File: config.mk
export PLATFORM = sky130hd
export DESIGN_NAME = tap_and_uul
export DESIGN_NICKNAME = d
export VERILOG_FILES = /design/src/rtl/tap_and_uul_pkg.sv /design/src/rtl/tap_and_uul_fsm.sv /design/src/rtl/tap_and_uul.sv
export SDC_FILE = /design/constraint.sdc
export NUM_CORES = 1
export LEC_CHECK = 0
export CORE_UTILIZATION = 30
export DETAILED_ROUTE_END_ITERATION = 12
export DONT_BUFFER_PORTS = 1
export GPL_ROUTABILITY_DRIVEN = 1
export PLACE_DENSITY = 0.48
export SETUP_SLACK_MARGIN = 0.4
export SLEW_MARGIN = 30
export SYNTH_ARGS = -nofsm -noshare
export SYNTH_HDL_FRONTEND = slang
export SYNTH_SLANG_ARGS = --single-unit
File: constraint.sdc
create_clock -name TCK -period 1.8 [get_ports TCK]
set_input_delay 0.36 -clock TCK [delete_from_list [all_inputs] [get_ports TCK]]
set_output_delay 0.36 -clock TCK [all_outputs]
set_load 0.02 [all_outputs]
File: src/rtl/tap_and_uul_pkg.sv
`default_nettype none
// ============================================================================
//  Module      : tap_and_uul_pkg
//  Description : Shared definitions for the JTAG TAP + unit-under-logic block:
//                TAP state encoding, instruction opcodes, register widths and
//                the UUL core adder.
//  Revision    : 1.0 - initial release
// ============================================================================
package tap_and_uul_pkg;

   localparam int IR_WIDTH  = 3;
   localparam int BSR_WIDTH = 10;
   localparam int PIN_W     = 6;   // boundary input cells
   localparam int POUT_W    = 4;   // boundary output cells

   // Standard IEEE 1149.1 state encoding, explicit 4-bit width.
   typedef enum logic [3:0] {
      TAP_EX2DR   = 4'h0,
      TAP_EX1DR   = 4'h1,
      TAP_SHDR    = 4'h2,
      TAP_PAUSEDR = 4'h3,
      TAP_SELIR   = 4'h4,
      TAP_UPDR    = 4'h5,
      TAP_CAPDR   = 4'h6,
      TAP_SELDR   = 4'h7,
      TAP_EX2IR   = 4'h8,
      TAP_EX1IR   = 4'h9,
      TAP_SHIR    = 4'hA,
      TAP_PAUSEIR = 4'hB,
      TAP_RTI     = 4'hC,
      TAP_UPIR    = 4'hD,
      TAP_CAPIR   = 4'hE,
      TAP_TLR     = 4'hF
   } tap_state_t;

   localparam logic [IR_WIDTH-1:0] OP_EXTEST = 3'b000;
   localparam logic [IR_WIDTH-1:0] OP_SAMPLE = 3'b010;
   localparam logic [IR_WIDTH-1:0] OP_BYPASS = 3'b110;

   // UUL core: low 3-bit field plus high 3-bit field, carry kept in bit 3.
   function automatic logic [POUT_W-1:0] uul_sum(input logic [PIN_W-1:0] p);
      return {1'b0, p[2:0]} + {1'b0, p[5:3]};
   endfunction

endpackage
`default_nettype wire

File: src/rtl/tap_and_uul_fsm.sv
`default_nettype none
// ============================================================================
//  Module      : tap_fsm
//  Description : IEEE 1149.1 16-state TAP controller. Advances on TCK rise,
//                async active-low reset to Test-Logic-Reset. Decodes the
//                per-path capture/shift/update strobes from the current state.
//  Ports       : i_tck, i_trst_n, i_tms        - JTAG clock/reset/mode
//                o_tlr                         - in Test-Logic-Reset
//                o_capture_ir/o_shift_ir/o_update_ir
//                o_capture_dr/o_shift_dr/o_update_dr
//  Revision    : 1.0 - initial release
// ============================================================================
module tap_fsm
   import tap_and_uul_pkg::*;
(
   input  logic i_tck,
   input  logic i_trst_n,
   input  logic i_tms,
   output logic o_tlr,
   output logic o_capture_ir,
   output logic o_shift_ir,
   output logic o_update_ir,
   output logic o_capture_dr,
   output logic o_shift_dr,
   output logic o_update_dr
);

   tap_state_t state_q;
   tap_state_t state_d;

   always_comb begin
      state_d = state_q;
      case (state_q)
         TAP_TLR     : state_d = i_tms ? TAP_TLR   : TAP_RTI;
         TAP_RTI     : state_d = i_tms ? TAP_SELDR : TAP_RTI;
         TAP_SELDR   : state_d = i_tms ? TAP_SELIR : TAP_CAPDR;
         TAP_CAPDR   : state_d = i_tms ? TAP_EX1DR : TAP_SHDR;
         TAP_SHDR    : state_d = i_tms ? TAP_EX1DR : TAP_SHDR;
         TAP_EX1DR   : state_d = i_tms ? TAP_UPDR  : TAP_PAUSEDR;
         TAP_PAUSEDR : state_d = i_tms ? TAP_EX2DR : TAP_PAUSEDR;
         TAP_EX2DR   : state_d = i_tms ? TAP_UPDR  : TAP_SHDR;
         TAP_UPDR    : state_d = i_tms ? TAP_SELDR : TAP_RTI;
         TAP_SELIR   : state_d = i_tms ? TAP_TLR   : TAP_CAPIR;
         TAP_CAPIR   : state_d = i_tms ? TAP_EX1IR : TAP_SHIR;
         TAP_SHIR    : state_d = i_tms ? TAP_EX1IR : TAP_SHIR;
         TAP_EX1IR   : state_d = i_tms ? TAP_UPIR  : TAP_PAUSEIR;
         TAP_PAUSEIR : state_d = i_tms ? TAP_EX2IR : TAP_PAUSEIR;
         TAP_EX2IR   : state_d = i_tms ? TAP_UPIR  : TAP_SHIR;
         TAP_UPIR    : state_d = i_tms ? TAP_SELDR : TAP_RTI;
         default     : state_d = TAP_TLR;
      endcase
   end

   always_ff @(posedge i_tck or negedge i_trst_n) begin
      if (!i_trst_n) state_q <= TAP_TLR;
      else           state_q <= state_d;
   end

   assign o_tlr        = (state_q == TAP_TLR);
   assign o_capture_ir = (state_q == TAP_CAPIR);
   assign o_shift_ir   = (state_q == TAP_SHIR);
   assign o_update_ir  = (state_q == TAP_UPIR);
   assign o_capture_dr = (state_q == TAP_CAPDR);
   assign o_shift_dr   = (state_q == TAP_SHDR);
   assign o_update_dr  = (state_q == TAP_UPDR);

endmodule
`default_nettype wire

File: src/rtl/tap_and_uul.sv
`default_nettype none
// ============================================================================
//  Module      : tap_and_uul
//  Description : JTAG boundary-scan wrapper around a 3+3 bit adder (the UUL).
//                Holds the IR, 10-cell BSR (6 input + 4 output cells), bypass
//                bit and the TDO mux; the TAP FSM lives in tap_fsm.
//  Ports       : TCK/TRST_n/TMS/TDI/TDO    - JTAG port
//                TDI2/TCK2/TMS2/TDO2       - probe copies of the JTAG pins
//                Par_in[5:0]               - UUL input pins
//                Par_out[3:0]              - UUL output pins
//                clk_50MHz                 - board clock, not used here
//  Revision    : 1.0 - initial release
// ============================================================================
module tap_and_uul
   import tap_and_uul_pkg::*;
#(
   parameter int IR_W  = IR_WIDTH,
   parameter int BSR_W = BSR_WIDTH
) (
   input  logic              TCK,
   input  logic              TRST_n,
   input  logic              TMS,
   input  logic              TDI,
   output logic              TDO,
   output logic              TDI2,
   output logic              TCK2,
   output logic              TMS2,
   output logic              TDO2,
   input  logic [PIN_W-1:0]  Par_in,
   output logic [POUT_W-1:0] Par_out,
   input  logic              clk_50MHz
);

   logic unused_clk;
   assign unused_clk = clk_50MHz;

   logic tlr, capture_ir, shift_ir, update_ir, capture_dr, shift_dr, update_dr;

   tap_fsm u_fsm (
      .i_tck        (TCK),
      .i_trst_n     (TRST_n),
      .i_tms        (TMS),
      .o_tlr        (tlr),
      .o_capture_ir (capture_ir),
      .o_shift_ir   (shift_ir),
      .o_update_ir  (update_ir),
      .o_capture_dr (capture_dr),
      .o_shift_dr   (shift_dr),
      .o_update_dr  (update_dr)
   );

   logic [IR_W-1:0]   ir_shift_q,  ir_shift_d;
   logic [IR_W-1:0]   instr_q,     instr_d;
   logic [BSR_W-1:0]  bsr_shift_q, bsr_shift_d;
   logic [BSR_W-1:0]  bsr_latch_q, bsr_latch_d;
   logic              bypass_q,    bypass_d;
   logic              tdo_q,       tdo_d;

   logic [POUT_W-1:0] uul_result;
   logic              is_extest;
   logic              bsr_sel;

   assign uul_result = uul_sum(Par_in);
   assign is_extest  = (instr_q == OP_EXTEST);
   // Only EXTEST and SAMPLE select the BSR; every other code is BYPASS.
   assign bsr_sel    = is_extest || (instr_q == OP_SAMPLE);

   // ---------------- rising-edge registers: capture and shift -------------
   always_comb begin
      ir_shift_d  = ir_shift_q;
      bsr_shift_d = bsr_shift_q;
      bypass_d    = bypass_q;

      if (capture_ir)     ir_shift_d = IR_W'(1);
      else if (shift_ir)  ir_shift_d = {TDI, ir_shift_q[IR_W-1:1]};

      if (capture_dr && bsr_sel)     bsr_shift_d = {uul_result, Par_in};
      else if (shift_dr && bsr_sel)  bsr_shift_d = {TDI, bsr_shift_q[BSR_W-1:1]};

      if (capture_dr)     bypass_d = 1'b0;
      else if (shift_dr)  bypass_d = TDI;
   end

   always_ff @(posedge TCK or negedge TRST_n) begin
      if (!TRST_n) begin
         ir_shift_q  <= '0;
         bsr_shift_q <= '0;
         bypass_q    <= 1'b0;
      end else begin
         ir_shift_q  <= ir_shift_d;
         bsr_shift_q <= bsr_shift_d;
         bypass_q    <= bypass_d;
      end
   end

   // ---------------- falling-edge registers: update and TDO ---------------
   always_comb begin
      instr_d     = instr_q;
      bsr_latch_d = bsr_latch_q;
      tdo_d       = 1'b0;

      // TLR wins so the instruction is BYPASS whenever the TAP sits in reset.
      if (tlr)             instr_d = OP_BYPASS;
      else if (update_ir)  instr_d = ir_shift_q;

      if (update_dr && bsr_sel) bsr_latch_d = bsr_shift_q;

      if (shift_ir)       tdo_d = ir_shift_q[0];
      else if (shift_dr)  tdo_d = bsr_sel ? bsr_shift_q[0] : bypass_q;
   end

   always_ff @(negedge TCK or negedge TRST_n) begin
      if (!TRST_n) begin
         instr_q     <= OP_BYPASS;
         bsr_latch_q <= '0;
         tdo_q       <= 1'b0;
      end else begin
         instr_q     <= instr_d;
         bsr_latch_q <= bsr_latch_d;
         tdo_q       <= tdo_d;
      end
   end

   // ---------------- outputs ----------------------------------------------
   assign Par_out = is_extest ? bsr_latch_q[BSR_W-1 -: POUT_W] : uul_result;
   assign TDO     = tdo_q;
   assign TDI2    = TDI;
   assign TCK2    = TCK;
   assign TMS2    = TMS;
   assign TDO2    = tdo_q;

endmodule
`default_nettype wire

# After elaboration in Yosys (flattened, before gate mapping)
# Cells that the tools add are included.
[word_totals] ff_bits=32 latchBits=0 ramBits=0 rom_bits=0 output_inout_bits=9 elab_cells=62 mem_count=0
[op_classes] n_addsub=1 mul=0 div=0 order_cmp=0 eq_ne=16 shifts=0 muxes=25 bitwise_logic=0 n_reduce_logical=13
[ops] cell="case mux 4 bit (12 select lines)" n=1
[ops] cell="equality test 4 bit, second input constant" n=8
[ops] cell="two-way mux 3 bit" n=8
[ops] cell="two-way mux 10 bit" n=2
[ops] cell="equality test 4 x 3 -> 1 bit, second input constant" n=4
[ops] cell="two-way mux 2 bit" n=6
[ops] cell="equality test 4 x 2 -> 1 bit, second input constant" n=2
[ops] cell="two-way mux 4 bit" n=2
[ops] cell="nonzero test 2 bit" n=4
[ops] cell="two-way mux 1 bit" n=6
[ops] cell="adder 3 x 3 -> 4 bit" n=1
[ops] cell="equality test 4 x 1 -> 1 bit, second input constant" n=1
[ops] cell="zero test 4 bit" n=1
[ops] cell="OR reduction 2 bit" n=2
[ops] cell="equality test 3 x 2 -> 1 bit, second input constant" n=1
[ops] cell="logical AND 1 bit" n=3
[ops] cell="zero test 3 bit" n=1
[ops] cell="OR reduction 3 bit" n=1
[ops] cell="logical OR 1 bit" n=1

# Depth between registers and ports, before layout
# Gate-level depths: netlist of run 1.
[depth] ltp_word=5 mapped_depth=6 ltp_nobuf=6

# By module
# Synthesis of run 1 repeated with hierarchy kept, for this count alone.
[hier_totals] cells_unflattened=147 hier_area_um2=1472.7
[modules_own_cells] module="tap_and_uul" instances=1 cells_per_inst=116 area_per_inst_um2=1212.4 seq_area_each_um2=553.0
[modules_own_cells] module="tap_fsm" instances=1 cells_per_inst=31 area_per_inst_um2=260.2 seq_area_each_um2=105.1

==> results.py, run 1 <==
metrics = {
    "power_and_ir_drop": {
        "total_power_mw": 3.96,
        "net-switching-power_mw": 1.42,
        "pwr-share-seq_pct": 28.0,
        "p_comb_share_pct": 58.9,
        "p_int_mw": 2.54,
        "vdd_ir_drop_max_mv": 0.545,
        "swShare_pct": 35.9,
        "power.density_mw_per_mm2": 1900,
        "p_leak_nw": 0.961,
        "power_frac_clock_pct": 13.1,
    },
    "finish": {
        "area_growth_pct": 48.4,
        "drive_above_1_share_pct": 61.0,
        "fin_nets": 175,
        "diodes": 0,
        "fillers": 390,
    },
    "worst_setup_path": {
        "critPathMaxFanout": 4,
        "critPathRequiredTime_ps": 1440,
        "cp_slowest_cell": "or3_4",
        "crit_chain": "or3_4 -> buf_6 -> a31oi_4",
        "worst-path-buf-inv": 1,
        "cp_top_family": "simple AND/OR/NAND/NOR gates",
        "worst_ep_arrival_time_ps": 2370,
        "worstSetupEndpointType": "primary output",
        "path_class": "flop to primary output",
        "cp-start-kind": "flop",
        "slowest_delay_ps": 410,
    },
    "synth": {
        "synth-edff-count": 0,
        "yosysTopAreaCellShare_pct": 24.9,
        "syn_area_per_cell_um2": 11.2,
        "synth-async-reset-ratio_pct": 100,
        "synth_cell_types": 34,
        "yosys.area.top_type": "dfrtp_1",
        "ys_ff_latch": 26,
        "synth_area_leaders": "dfrtp_1 (25%), mux2_2 (14%), dfstp_2 (11%)",
        "syn_inst": 126,
        "yosysSeqAreaShare_pct": 46.8,
        "ys_warn_count": 0,
        "synthFlopType": "dfrtp_1",
        "muxShareOfSynthArea_pct": 21.5,
        "synth_nets": 141,
        "synth_xor_area_share_pct": 0.623,
        "yosysMostFrequentCell": "mux2_2",
        "synth_area_mm2": 0.00141,
        "synthAdderAreaFrac_pct": 4.10,
        "synth_top_family_by_area": "multiplexers",
        "synth_compound_area_share_pct": 8.99,
        "yosys-top-cells-count": "mux2_2 (18), dfrtp_1 (14), nor2_1 (10)",
        "synthSimpleGateAreaFrac_pct": 12.0,
    },
    "clocking": {
        "cts.sinks": 26,
        "numCtsBuffers": 3,
        "clk_latency_ps": 340,
        "clk_path_buf_depth": 2,
        "clk_pin_slew_ps": 100,
        "cts_tree": "done",
        "clockRootBuffer": "clkbuf_8",
        "cts_max_level": 1,
    },
    "timing": {
        "whs_ps": 2.85,
        "timing.final.ws_setup_ps": -934,
        "max_slew_margin_pct": 67.1,
        "fin_skew_ps": 63.1,
        "tightest_slew_ps": 492,
        "slew_violations": 0,
        "rsz0062_at_grt": "true",
        "setup_viol": 24,
        "hold_viol_final": 0,
    },
    "routing": {
        "vias": 1054,
        "drt_wl_total_um": 3640,
        "drcViolationCount": 0,
        "wl_met2_um": 1910,
        "m1WireLength_um": 1540,
        "drtIter0Drc": 11,
        "firstDrtPassIters": 4,
        "final_antenna_net_count": 0,
        "viasPerCell": 5.00,
        "highest_layer": "met4",
        "wl_met3_um": 116,
        "wl_per_cell_um": 17.3,
    },
    "placement": {
        "place.gp.congestion": 0.710,
        "io_buffers": 0,
        "hpwl_um": 2160,
    },
    "floorplanning": {
        "pin_count": 20,
        "die_h_um": 70.4,
        "coreArea_mm2": 0.00441,
        "rows": 24,
        "dieArea_mm2": 0.00496,
        "die_width_um": 70.4,
        "start_util_pct": 31.8,
    },
    "status": {
        "outcome": "finished with violations",
        "violations": "setup timing",
    },
    "global_routing": {
        "antenna_found_initial": 0,
        "grt_use_total_pct": 15.8,
        "gr-total-overflow": 0,
        "grt_pass1_vias": 1124,
        "grt_pass1_wl_um": 5840,
        "grt_max_degree": 19,
    },
    "hold_path": {
        "hold_class": "input pin to async pin",
    },
    "flow_run": {
        "drv_cap": 0,
    },
}
[stage by stage]
stage	setup WS, ps	util, %	setup TNS [ps]	cell area (um2)	instances
floorplan	-753	-	-9120	1510	126
global placement	-668	37.2	-11210	1640	186
detailed placement	-694	37.2	-11570	1640	186
CTS	-949	43.7	-13070	1930	200
global route	-990	47.3	-15150	2090	211
finish	-934	47.3	-14080	2090	211
[worst paths after layout]
path,start,slack (ps),to,cells after the start
max,instr_q[2]$_DFFE_NN1P_,-930,Par_out[3],3
min,TRST_n,3,bsr_shift_q[7]$_DFFE_PN0P_,1
max reg2reg,u_fsm.state_q[2]$_DFF_PN1_,-740,bsr_latch_q[9]$_DFFE_NN0P_,3
min reg2reg,instr_q[1]$_DFFE_NN1P_,480,instr_q[1]$_DFFE_NN1P_,2
max in group asynchronous,TRST_n,1010,instr_q[2]$_DFFE_NN1P_,0
min in group TCK,TMS,120,u_fsm.state_q[1]$_DFF_PN1_,1
[cell type report]
cell class | count | area (um2) | area share (%)
sequential | 26 | 658 | 31.6
inverter | 5 | 23.8 | 1.14
clock inverter | 3 | 37.5 | 1.80
clock buffer | 3 | 41.3 | 1.98
tap | 52 | 65.1 | 3.12
multi-input combinational | 85 | 876 | 42.0
timing repair buffer | 37 | 384 | 18.4
[cell families after synthesis]
| family | after synthesis |
|---|---|
| compound gates | 20 |
| simple gates | 33 |
| flops | 26 |
| xor+xnor | 1 |
| mux | 26 |
| buf+inv | 16 |
| fa+ha+maj | 4 |
[flip-flops by register name (all words and copies together), names as in the netlist]
register / cells
ir_shift_q: 3
instr_q: 3
bypass_q: 1
TDO: 1
u_fsm.state_q: 4
bsr_shift_q: 10
bsr_latch_q: 4
[placed cells by master, fill, tap and decap left out, types with 2 or more instances in the layout]
master	netlist	layout
nand2_1	8	7
mux2i_1	4	4
nand2b_4	0	3
o21ai_1	0	3
nand2_2	1	2
clkbuf_8	0	3
nand2b_1	5	2
buf_4	4	20
nand3_1	4	3
o21ai_2	0	3
mux2_2	18	9
nand3_4	0	3
inv_1	6	6
dfstp_2	6	6
dfrtp_1	14	14
nor2_2	1	5
nor2_4	0	2
o21ai_0	9	2
dfrtn_1	6	6
nor2_1	10	4
ha_1	3	3
mux2_4	4	13
buf_12	0	2
buf_8	0	4
buf_6	1	9
[worst reg2reg max path, delay by kind of cell, from the launching register on]
family           cells  cell delay (ps)
flip-flops           1              570
multiplexers         1              320
AND/OR/NAND/NOR      2              610
[routing by layer]
| metal | vias to the layer above | GRT usage (%) |
|---|---|---|
| li1 | 507 | - |
| met1 | 532 | 18.5 |
| met2 | 10 | 26.5 |
| met3 | 5 | 3.32 |
| met4 | 0 | 8.89 |
| met5 | - | 0 |
[power groups by stage]
stage	registers (mW)	logic [mW]	clock network, mW
finish	1.11	2.33	0.518
global route	1.14	2.49	0.559
CTS	1.09	2.01	0.527
detailed placement	1.08	1.52	0.0104
global placement	1.07	1.49	0.0104
floorplan	1.05	1.17	0.0753
[what timing repair did]
item | in CTS | in global routing
setup endpoints to repair | 24 | 27
pin swaps | 12 | 6
gates resized for setup | 28 | 24
hold buffers | 1 | 0
endpoints found under the hold margin | 18 | 0
setup buffers | 6 | 11
cloned | 2 | 0
Power figures use the tool's default switching activity.
==> run 2: changes to the inputs <==
==> constraint.sdc (replaced) <==
create_clock -name TCK -period 3.13 [get_ports TCK]
set_input_delay 0.313 -clock TCK [delete_from_list [all_inputs] [get_ports TCK]]
set_output_delay 0.313 -clock TCK [all_outputs]
set_load 0.02 [all_outputs]
==> results.py, run 2 (same netlist as run 1, synthesis figures left out) <==
metrics = {
    "routing": {
        "drtIter0Drc": 57,
        "firstDrtPassIters": 4,
        "vias": 993,
        "drt_wl_total_um": 3160,
        "final_antenna_net_count": 0,
        "wl_per_cell_um": 16.4,
        "viasPerCell": 5.15,
        "drcViolationCount": 0,
    },
    "worst_setup_path": {
        "critPathMaxFanout": 4,
        "cp-start-kind": "flop",
        "crit_start": "instr_q[2]$_DFFE_NN1P_",
        "path_class": "flop to primary output",
        "worst_ep_arrival_time_ps": 3020,
        "reg2reg_from": "u_fsm.state_q[2]$_DFF_PN1_",
        "worstSetupEndpointType": "primary output",
        "critPathRequiredTime_ps": 2820,
    },
    "finish": {
        "most-common-layout-cells": "dfrtp_1 (14), mux2_4 (13), mux2_2 (9)",
        "top_regs": "bsr_shift_q (10), bsr_latch_q (4), u_fsm.state_q (4)",
        "regMostFlops": "bsr_shift_q",
        "stdcell_count": 193,
        "fin_util_pct": 41.8,
        "final_common_cell": "dfrtp_1",
        "largest_register_ffs": 10,
        "drive_above_1_share_pct": 46.8,
        "area_growth_pct": 31.2,
        "diodes": 0,
        "fin_nets": 157,
    },
    "timing": {
        "setup_viol": 8,
        "tightest_slew_ps": 458,
        "max_slew_margin_pct": 69.4,
        "timing.final.ws_setup_ps": -205,
        "rsz0062_at_grt": "true",
        "fin_skew_ps": 60.8,
        "slew_violations": 0,
        "hold_viol_final": 0,
    },
    "clocking": {
        "clk_latency_ps": 330,
        "cts_tree": "done",
        "cts.sinks": 26,
        "clockRootBuffer": "clkbuf_8",
        "numCtsBuffers": 3,
        "cts_max_level": 1,
        "clk_path_buf_depth": 2,
        "clk_pin_slew_ps": 90,
    },
    "power_and_ir_drop": {
        "p_leak_nw": 0.842,
        "vdd_ir_drop_max_mv": 0.342,
        "power.density_mw_per_mm2": 1070,
    },
    "floorplanning": {
        "pin_count": 20,
        "coreArea_mm2": 0.00441,
        "dieArea_mm2": 0.00496,
        "die_width_um": 70.4,
        "rows": 24,
        "start_util_pct": 31.8,
        "die_h_um": 70.4,
    },
    "global_routing": {
        "antenna_found_initial": 0,
        "grt_pass1_wl_um": 5490,
        "grt_pass1_vias": 1040,
        "grt_max_degree": 19,
        "gr-total-overflow": 0,
        "grt_use_total_pct": 14.3,
    },
    "placement": {
        "place.gp.congestion": 0.693,
        "io_buffers": 0,
        "hpwl_um": 2010,
        "dp_cells": 174,
    },
    "flow_run": {
        "drv_cap": 0,
    },
    "status": {
        "outcome": "finished with violations",
        "violations": "setup timing",
    },
    "hold_path": {
        "worstHoldStart": "TMS",
        "hold_class": "input pin to flop",
    },
}
-- run 2: changes by cell type in the layout (fill, tap and decap cells not counted), moves of 2 or more --
cell | before | now
nand2b_4 | 3 | 1
o21ai_1 | 3 | 1
o21ai_0 | 2 | 8
o21ai_2 | 3 | 0
buf_8 | 4 | 0
buf_6 | 9 | 7
nand2b_1 | 2 | 4
nor2_1 | 4 | 7
buf_4 | 20 | 8
nor2_2 | 5 | 1
-- run 2: timing repair --
item	CTS	global route
hold buffers	1	1
setup endpoints to repair	24	22
buffers inserted	6	4
pin swaps	6	2
gates cloned	2	0
resized for setup	16	8
endpoints found under the hold margin	18	14
-- run 2: stage by stage --
stage	hold WS (ps)	power, mW	instance area, um2	setup WS (ps)	TNS, ps
after floorplan	17.4	1.28	1490	-88.3	-353
after global placement	18.0	1.35	1530	-24.2	-93.1
after detailed placement	17.9	1.37	1530	-32.8	-126
after CTS	70.6	1.89	1780	-217	-995
after global routing	52.6	2.10	1840	-251	-1280
final	70.8	1.97	1840	-205	-968
-- run 2: layout make-up --
cell class | instances | area, um2
Timing Repair Buffer | 19 | 206
Tap cell | 52 | 65.1
Clock buffer | 3 | 41.3
Inverter | 5 | 18.8
Multi-Input combinational cell | 85 | 816
Fill cell | 433 | 2570
Clock inverter | 3 | 37.5
Sequential cell | 26 | 658
-- run 2: worst paths after layout --
kind | cells after the start | endpoint | slack [ps]
min in group asynchronous | 2 | bsr_shift_q[5]$_DFFE_PN0P_ | 500
min reg2reg | 1 | bsr_latch_q[8]$_DFFE_NN0P_ | 460
max in group asynchronous | 0 | instr_q[1]$_DFFE_NN1P_ | 1720
max reg2reg | 3 | bsr_latch_q[9]$_DFFE_NN0P_ | -50
min | 1 | u_fsm.state_q[1]$_DFF_PN1_ | 70
max | 2 | Par_out[0] | -210
-- run 2: critical path: stages (launching register included) --
cell	delay, ps
dfstp_2	360
or3_4	420
mux2_2	350
-- run 2: layer usage --
metal,part of all wire (%),global-route usage [%],wire length (um),up-vias
met4,3.0,5.78,95,0
met3,4.8,3.75,153,11
li1,-,-,-,468
met1,44,18.1,1400,496
met2,48,22.9,1510,18
met5,0,0,0,-
-- run 2: report_power, final --
part | internal [mW] | switching (mW)
logic | 0.577 | 0.461
clock network | 0.175 | 0.118
registers | 0.518 | 0.118
total | 1.27 | 0.697
==> run 3: changes to the inputs <==
- CTS_CLUSTER_DIAMETER: not set -> 30
==> results of run 3 <==
Final layout, timing and power as in run 2 (identical DEF).
==> patch (config.mk and constraints of run 1) <==
Change the package constant `IR_WIDTH` from 3 to 5.
--- a/src/rtl/tap_and_uul_pkg.sv
+++ b/src/rtl/tap_and_uul_pkg.sv
@@ -10,3 +10,3 @@
 
-   localparam int IR_WIDTH  = 3;
+   localparam int IR_WIDTH  = 5;
    localparam int BSR_WIDTH = 10;
Function: not checked (the comparison handles one clock edge and no latches or derived clocks); the edit may change what the design does.
==> patch against run 1 <==
- the flow still finishes with violations (negative setup slack)
- sequential power up 14%
- worst setup slack got worse by 0.14 ns
- sequential cell count up 4
- synthesized area up 11%
- clock skew shrank 0.0092 ns
- via count is 17% higher
- cell count up 19%
- routed wire length increased by 6.3%
- worst hold slack better by 0.030 ns
- total power up 5.2%
- cell area grew 2.9%
- critical endpoint unchanged
- largest cell class unchanged
- highest routed layer unchanged
==> patch: results (changes against run 1) <==
Clk_skew -> 0.0540 ns (-0.00918 ns)
Failing checks -> negative setup slack
Post-synth net total -> 170 (+21%)
Crit-path slowest cell -> or4_4
Status -> complete, but fails checks
Worst VDD drop -> 0.694 mV (+27%)
Total Wirelength -> 3870 um (+6.3%)
CP peak stage delay -> 0.58 ns (+0.17 ns)
Layout cells sized above 1 -> 44.0% (-17 points)
TNS Setup -> -17.96 ns (-3.88 ns)
Largest net degree at the start of global routing -> 21 (+2)
Worst-path clk slew -> 0.07 ns (-0.03 ns)
Final setup margin -> -1.08 ns (-0.143 ns)
Synth top area cells -> dfrtp_1, dfrtn_1, dfstp_2
R2r startpoint -> instr_q[4]
Worst slew margin -> 67.6% (+0.49 points)
GPL Wtd Cong -> 0.829 (+17%)
Register-to-register setup slack -> -1.03 ns (-0.29 ns)
Crit path max fanout -> 3 (-1)
Hold_ws -> 0.0332 ns (+0.0304 ns)
GRT Util Overall -> 16.9% (+1.2 points)
1st-iter DRT viols -> 67 (+56)
FF-to-FF End -> bsr_shift_q[7]
Dpl ws -> -0.798 ns (-0.104 ns)
# setup viols final -> 26 (+8.3%)
Regs by FF count -> bsr_shift_q: 10 flops, instr_q: 5 flops, ir_shift_q: 5 flops
# nets final -> 198 (+13%)
Vias in the first global route -> 1308 (+16%)
Crit path DAT -> 2.52 ns (+0.15 ns)
Sequential cell area fraction in the yosys report -> 48.6% (+1.8 points)
Most common library cells after synthesis -> o21ai_0, dfrtp_1, nand2_1
Fillers -> 464 (+19%)
Vias/cell -> 4.90 (-1.8%)
patch: changes by cell type after synthesis, sizes merged, moves of 5 or more:
cell | before | now
mux2i | 4 | 9
mux2 | 22 | 8
nand2b | 5 | 10
o21ai | 9 | 28
nor2 | 11 | 5
nand2 | 9 | 15
patch: through the flow:
stage,instances,total power (uW)
2_1_floorplan,155,2500
3_3_place_gp,224,2830
3_5_place_dp,224,2860
4_1_cts,244,3910
5_1_grt,251,4470
6_report,251,4170
patch: metal layers:
layer  share of wire (%)  track usage (%)  up-vias
li1                    -                -      598
met3                 3.1             4.47        9
met2                  51             27.6       19
met1                  44             20.8      605
met5                   0                0        -
met4                 2.5             8.33        0
patch: area by class of cell:
cell class / count / area (sq um) / area share, %
Clock buffer: 6 / 72.6 / 3.38
Clock inverter: 4 / 16.3 / 0.758
Tap cell: 67 / 83.8 / 3.91
Multi-Input combinational cell: 106 / 865 / 40.3
Timing Repair Buffer: 33 / 332 / 15.5
Inverter: 5 / 18.8 / 0.875
Sequential cell: 30 / 758 / 35.3
patch: what timing repair did:
item	CTS	global route
setup buffers	8	7
gates resized for setup	30	18
endpoints found under the setup margin	27	30
hold buffers	1	0
cloned	2	0
endpoints found under the hold margin	20	0
pin swaps	2	4
patch: worst max path at each step:
stage | startpoint | end | cells past startpoint
after floorplan | instr_q[3] | bsr_shift_q[7] | 4
final | instr_q[4] | Par_out[3] | 4
after global routing | instr_q[3] | Par_out[3] | 4
after global placement | instr_q[2] | Par_out[0] | 3
after detailed placement | instr_q[3] | bsr_shift_q[7] | 3
after CTS | instr_q[4] | Par_out[3] | 4
patch: kinds of logic after synthesis:
kind of cell | Yosys count | share of synthesized area [%]
AOI/OAI and AO/OA | 42 | 15.0
and+or+nand+nor | 41 | 13.6
DFF | 30 | 48.6
buffers and inverters | 20 | 6.42
muxes | 17 | 12.0
adders and majority gates | 4 | 3.69
xor gates and xnor gates | 1 | 0.562
patch: power by group:
part | internal (uW) | leakage (uW) | total [uW] | switching [uW]
Combinational | 1270 | 0.000534 | 2370 | 1110
Sequential | 1030 | 0.000365 | 1260 | 236
Clock | 272 | 0.0000559 | 531 | 259
patch: worst max-delay path: cells and delay by family (launching register included):
family                 cells  cell delay [ns]
DFF                        1             0.37
buffers and inverters      1             0.17
and+or+nand+nor            2             0.72
AOI/OAI and AO/OA          1             0.06
